### src/rtl/sdiv_16bit_pkg.sv
// Shared constants and state encoding for the signed 16-bit sequential divider.
package sdiv_16bit_pkg;

  localparam int SDIV_W = 16;

  localparam logic [SDIV_W-1:0] SAT_POS = 16'h7FFF;
  localparam logic [SDIV_W-1:0] SAT_NEG = 16'h8000;

  typedef enum logic [1:0] {
    IDLE = 2'd0,
    PREP = 2'd1,
    ITER = 2'd2,
    FIN  = 2'd3
  } sdiv_state_t;

endpackage

### src/rtl/addsub_17bit.sv
// 17-bit combinational adder/subtractor; sub inverts b and feeds the carry-in.
module addsub_17bit (
  input  logic [16:0] a,
  input  logic [16:0] b,
  input  logic        sub,
  output logic [16:0] s,
  output logic        cout
);

  logic [17:0] sum;

  // With sub=1, cout=1 means a >= b (no borrow).
  assign sum  = {1'b0, a} + {1'b0, b ^ {17{sub}}} + {17'd0, sub};
  assign s    = sum[16:0];
  assign cout = sum[17];

endmodule

### src/rtl/sdiv_16bit.sv
// Signed 16-bit restoring divider, one quotient bit per cycle, fixed 18-edge latency.
//
// state | meaning
// IDLE  | waiting for start; done may be high here for one cycle
// PREP  | take magnitudes and signs of the captured operands, clear counter
// ITER  | one shift/subtract step per cycle, 16 cycles
// FIN   | apply signs / divide-by-zero / overflow rules, register results
module sdiv_16bit
  import sdiv_16bit_pkg::*;
#(
  parameter int W = SDIV_W
) (
  input  logic         clk,
  input  logic         rst,
  input  logic         start,
  input  logic [W-1:0] A,
  input  logic [W-1:0] B,
  output logic         busy,
  output logic         done,
  output logic [W-1:0] Q,
  output logic [W-1:0] R,
  output logic         dvz,
  output logic         ovfl
);

  sdiv_state_t  state;
  logic [W-1:0] a_reg;
  logic [W-1:0] b_reg;
  logic         sa;
  logic         sb;
  logic [W-1:0] qd;
  logic [W-1:0] bmag;
  logic [W:0]   rem;
  logic [3:0]   cnt;

  logic [W:0]   rem_sh;
  logic [W:0]   diff;
  logic         no_borrow;

  // Dividend magnitude shifts out of qd's top while quotient bits shift in below.
  assign rem_sh = {rem[W-1:0], qd[W-1]};

  addsub_17bit u_step (
    .a    (rem_sh),
    .b    ({1'b0, bmag}),
    .sub  (1'b1),
    .s    (diff),
    .cout (no_borrow)
  );

  always_ff @(posedge clk or posedge rst) begin
    if (rst) begin
      state <= IDLE;
      a_reg <= '0;
      b_reg <= '0;
      sa    <= 1'b0;
      sb    <= 1'b0;
      qd    <= '0;
      bmag  <= '0;
      rem   <= '0;
      cnt   <= '0;
      busy  <= 1'b0;
      done  <= 1'b0;
      Q     <= '0;
      R     <= '0;
      dvz   <= 1'b0;
      ovfl  <= 1'b0;
    end else begin
      done <= 1'b0;
      case (state)
        IDLE: begin
          if (start) begin
            a_reg <= A;
            b_reg <= B;
            busy  <= 1'b1;
            state <= PREP;
          end
        end
        PREP: begin
          // Unary minus of 0x8000 yields 0x8000, read as unsigned magnitude.
          sa    <= a_reg[W-1];
          sb    <= b_reg[W-1];
          qd    <= a_reg[W-1] ? -a_reg : a_reg;
          bmag  <= b_reg[W-1] ? -b_reg : b_reg;
          rem   <= '0;
          cnt   <= '0;
          state <= ITER;
        end
        ITER: begin
          rem   <= no_borrow ? diff : rem_sh;
          qd    <= {qd[W-2:0], no_borrow};
          cnt   <= cnt + 4'd1;
          if (cnt == 4'd15)
            state <= FIN;
        end
        FIN: begin
          if (b_reg == '0) begin
            Q    <= sa ? SAT_NEG : SAT_POS;
            R    <= a_reg;
            dvz  <= 1'b1;
            ovfl <= 1'b0;
          end else if (a_reg == SAT_NEG && b_reg == '1) begin
            Q    <= SAT_POS;
            R    <= '0;
            dvz  <= 1'b0;
            ovfl <= 1'b1;
          end else begin
            Q    <= (sa ^ sb) ? -qd : qd;
            R    <= sa ? -rem[W-1:0] : rem[W-1:0];
            dvz  <= 1'b0;
            ovfl <= 1'b0;
          end
          busy  <= 1'b0;
          done  <= 1'b1;
          state <= IDLE;
        end
        default: state <= IDLE;
      endcase
    end
  end

endmodule

### config.mk
export PLATFORM = sky130hd
export DESIGN_NAME = sdiv_16bit
export DESIGN_NICKNAME = d
export VERILOG_FILES = /design/src/rtl/sdiv_16bit_pkg.sv /design/src/rtl/addsub_17bit.sv /design/src/rtl/sdiv_16bit.sv
export SDC_FILE = /design/constraint.sdc
export NUM_CORES = 1
export LEC_CHECK = 0
export CAP_MARGIN = 20
export CORE_MARGIN = 2
export CORE_UTILIZATION = 30
export DETAILED_ROUTE_END_ITERATION = 16
export HOLD_SLACK_MARGIN = 0.15
export PLACE_DENSITY = 0.5
export SLEW_MARGIN = 20
export SYNTH_ARGS = -nofsm -noshare
export SYNTH_HDL_FRONTEND = slang
export SYNTH_SLANG_ARGS = --single-unit
### constraint.sdc
create_clock -name clk -period 9.45 [get_ports clk]
set_input_delay 0.945 -clock clk [delete_from_list [all_inputs] [get_ports clk]]
set_output_delay 0.945 -clock clk [all_outputs]
set_load 0.05 [all_outputs]
Word-level counts from Yosys, hierarchy flattened. Index checks and enable logic that the tools add are counted.

Input bits: 35. Output and inout bits: 36. Bits in registers: 124.

Reduce and logical (&&, ||, !) cells: 8. Multiplexer cells: 22. Eq/ne operators: 8. Bitwise operators: 2. Add/subtract/negate cells: 7.

Operators by type and width (number): 16-bit two-way mux (10); 16-bit negator (4); 16-bit case mux with 2 select lines (2); 16-bit equality test, second input constant (2); 17-bit by 17-bit adder with 18-bit output (1); 18-bit by 1-bit adder with 18-bit output, second input constant (1); 16-bit inverter with 17-bit output (1); 16-bit zero test (1); 2-bit case mux with 4 select lines (1); 4-bit case mux with 2 select lines (1); 2-bit AND reduction (3); 1-bit two-way mux (5); 4-bit by 1-bit adder with 4-bit output, second input constant (1); 2-bit equality test, second input constant (2); 4-bit equality test, second input constant (1); 2-bit two-way mux (2); 2-bit != test, second input constant (2); 2-bit nonzero test (2); 2-bit by 1-bit equality test with 1-bit output, second input constant (1); 2-bit zero test (1); 1-bit case mux with 2 select lines (1); 1-bit logical AND (1); 1-bit bitwise XOR (1).

Logic depth before layout (Yosys ltp).
Depth in word-level cells: 5. Depth in mapped cells: 12.

Modules after synthesis. A second synthesis with hierarchy kept.

Cell total of the unflattened synthesis: 778. Area, all modules: 7542.2 µm².

By module, submodules not included: sdiv_16bit (seq. area each 3103.0 µm², area each 6487.5 µm², cells an instance 642, instances 1); addsub_17bit (seq. area each 0.0 µm², area each 1054.8 µm², cells an instance 136, instances 1).

Least setup slack after synthesis. Ideal clock, no wire load.

Path kind: reg2reg. Start point: register b_reg[0]. End point: register R[8]. Buffers on the path: 3. Setup slack: 6781 ps. Period minus slack after synthesis: 2669 ps. Data required time: 9313 ps. Cell stages (with the launch flop): 13. Arrival time: 2532 ps. Setup time: 137 ps. Cell sequence: dfrtp_1 inv_1 ha_1 or3b_1 or4_1 buf_2 nor4b_4 or2_1 buf_6 buf_12 nor2_1 a21oi_1 a21oi_1.

Word-level cells in the longest chain between the ends: 4.

Ends and longest elaborated chain: from (decl) (line sdiv_16bit.sv:28) `logic [W-1:0] b_reg;`; from (signal assigned) (line sdiv_16bit.sv:55) `b_reg <= '0;`; from (signal assigned) (line sdiv_16bit.sv:74) `b_reg <= B;`; 16-bit equality test (line sdiv_16bit.sv:102) `end else if (a_reg == SAT_NEG && b_reg == '1) begin`; 1-bit logical AND (line sdiv_16bit.sv:102); 16-bit two-way mux (line sdiv_16bit.sv:102); 16-bit two-way mux * (line sdiv_16bit.sv:97) `if (b_reg == '0) begin`; to (signal assigned) (line sdiv_16bit.sv:99) `R <= a_reg;`; to (signal assigned) (line sdiv_16bit.sv:109) `R <= sa ? -rem[W-1:0] : rem[W-1:0];`; to (decl) (line sdiv_16bit.sv:21) `output logic [W-1:0] R,`.

Mark *: on every way between the ends. The rest lies on a longest branch, timed or not. A chain may end at the register's enable or synchronous reset.

Worst setup path in the final report.
Start point: register b_reg[0]. End point: register R[13].

The elaborated chain is that of the path after synthesis.

==> out/metrics.cfg <==
[clock_tree]
ctsHoldBuffers = 0
htreeDepth = 4
insertion_delay_ps = 420
post_cts_buffers = 0
cts_buffers = 17
cts_tree = yes
clock_sinks = 124
cts-root-buf = clkbuf_16
cts.clk_slew.worst_paths_ps = 50
clockBufferDepth = 2
cts.repair.resized = 0

[synthesis]
netlist_instances = 749
synth_edf_count = 0
synthTopCellsByArea = dfrtp_1 43%, mux2_2 7.6%, xor2_1 5.4%
synth_commonest_cells = 124 x dfrtp_1, 72 x nor2_1, 60 x a21oi_1
synth_cell_types = 61
async_flop_share_pct = 100
ys_seq_area_share_pct = 42.8
synthDominantCellAreaShare_pct = 42.8
yosys_warnings = 0
synthFlopType = dfrtp_1
postSynthAreaPerCell_sq_um = 9.67
yosysMostFrequentCell = dfrtp_1
ys_ff_latch = 124
syn_nets = 811
yosysTopAreaCell = dfrtp_1
synth.cell_area_sq_um = 7240

[detailed_routing]
drc = 0
wl_per_cell_microns = 16.3
wl_mm = 18.5
wl_met3_microns = 695
route.vias.total = 5622
drtAntennaViolNets = 0
vias_per_cell = 4.94
drt_first_pass_iters = 5
wl_met1_mm = 9.18
drt_iter0_drc = 339
wl_met2_mm = 8.52
routed.top_layer = met4

[grt]
grt_pass1_vias = 5599
track_usage_pct = 15.1
antenna_found_initial = 0
grt_pass1_wl_mm = 30.7
grt_max_degree = 78
grt_overflow_total = 0

[die]
core_sq_um = 23600
io-pin-count = 71
die_y_microns = 159
floorplan.rows = 56
die_w_microns = 159
start_util_pct = 30.7
fp.dieArea_sq_um = 25400

[timing]
finalCritPeriodShare_pct = 36.1
finalHoldViolCount = 0
max_freq_mhz = 293
finClkSkew_ps = 7.99
setup_violations = 0
worst_pin_slew_ps = 927
rsz0062_at_grt = false
timing.final.ws_setup_ps = 6030
slew_headroom_pct = 38.1
fin_crit_ps = 3420
setup_tns_ps = 0
drv_slew = 0

[hold_path]
worstHoldPathType = reg2reg
holdCritStartpoint = busy

[worst_setup_path]
crit_path_start_kind = flip-flop
path_max_fanout = 17
path_class = reg2reg
r2r_start = b_reg[0]
critPathArrivalTime_ps = 3690
crit_start = b_reg[0]
required_ps = 9720
cp-end-kind = flip-flop

[place]
port_buffers = 70
place_ws_ps = 6040
place_congestion = 0.799
dp_hpwl_mm = 13.4

[power_and_ir_drop]
powerDensity_nw_per_um2 = 433
ir_worst_vdd_uv = 206
total_leakage_power_nw = 3.74

[layout]
multi_input_area_sq_um = 3840
nFillCells = 2420
drive_gt1_share_pct = 12.4
antenna_cells = 0
syn_to_final_growth_pct = 22.1
fin_nets = 872
utilization_pct = 37.5
seq_area_sq_um = 3100

[run]
drv_cap = 0

[run_status]
status = completed

-- per-layer routing --
layer  vias to the layer above  GRT usage (%)
met5                         -              0
met4                         0           3.64
met3                        15           2.84
met2                       102           23.7
met1                      2719           21.4
li1                       2786              -
-- critical path, stage by stage (launching register included) --
cell	delay [ps]
dfrtp_1	410
inv_1	90
ha_1	150
or3b_1	380
or4_1	590
nor4b_4	640
or2_1	630
nor2_1	120
a21oi_1	170
a21oi_1	90
-- per-stage QoR --
stage / hold WS, ps / cell area (sq um) / power, mW / cells
finish: 502 / 8840 / 3.83 / 1139
global route: 532 / 8840 / 4.15 / 1139
CTS: 509 / 8840 / 3.87 / 1139
detailed placement: 496 / 8250 / 3.19 / 1110
global placement: 491 / 8250 / 3.17 / 1110
floorplan: 478 / 7240 / 2.63 / 749
-- area by class of cell --
| type | instances | area share (%) |
|---|---|---|
| clock buffer | 23 | 5.74 |
| tap | 319 | 4.51 |
| multi-input combinational | 550 | 43.4 |
| clock inverter | 6 | 0.962 |
| inverter | 40 | 1.73 |
| timing repair buffer | 77 | 8.56 |
| sequential | 124 | 35.1 |
-- path summary, 6_finish.rpt --
check / to / slack, ps / depth (start not counted)
setup / recovery: R[13] / 6030 / 9
hold / removal: busy / 500 / 2
setup reg to reg: R[13] / 6030 / 9
hold reg to reg: busy / 500 / 2
max in group asynchronous: qd[15] / 7350 / 3
min in group asynchronous: a_reg[12] / 960 / 2
-- logic make-up after synthesis --
| group | Yosys count | share of synthesized area [%] |
|---|---|---|
| compound gates | 198 | 17.4 |
| xor+xnor | 66 | 7.98 |
| fa+ha+maj | 27 | 4.77 |
| buf+inv | 75 | 4.32 |
| flops | 124 | 42.8 |
| mux | 64 | 9.69 |
| simple gates | 195 | 13.0 |
-- cells in the final DEF (no fill, tap or decap), types with 5 or more instances in the layout --
cell type	n
mux2i_1	15
o221ai_1	7
o21a_1	5
o211ai_1	8
a22o_1	5
nor3_1	5
nand2_1	52
or4_1	9
o41ai_1	7
buf_4	6
nor2b_1	9
mux2_2	49
nand3_1	13
xor2_1	45
ha_1	25
xnor2_1	21
or3_1	5
clkbuf_16	17
clkbuf_8	6
clkdlybuf4s50_1	70
nor2_1	72
a21oi_1	60
a21oi_2	8
dfrtp_1	124
inv_1	38
o31ai_1	16
nand2b_1	8
o2bb2ai_1	7
o21ai_0	53
-- power by group --
group	internal [mW]	switching, mW
clock	0.424	0.231
sequential	0.788	0.342
combinational	0.872	1.17
No activity file was read; power rests on OpenSTA's default activity.
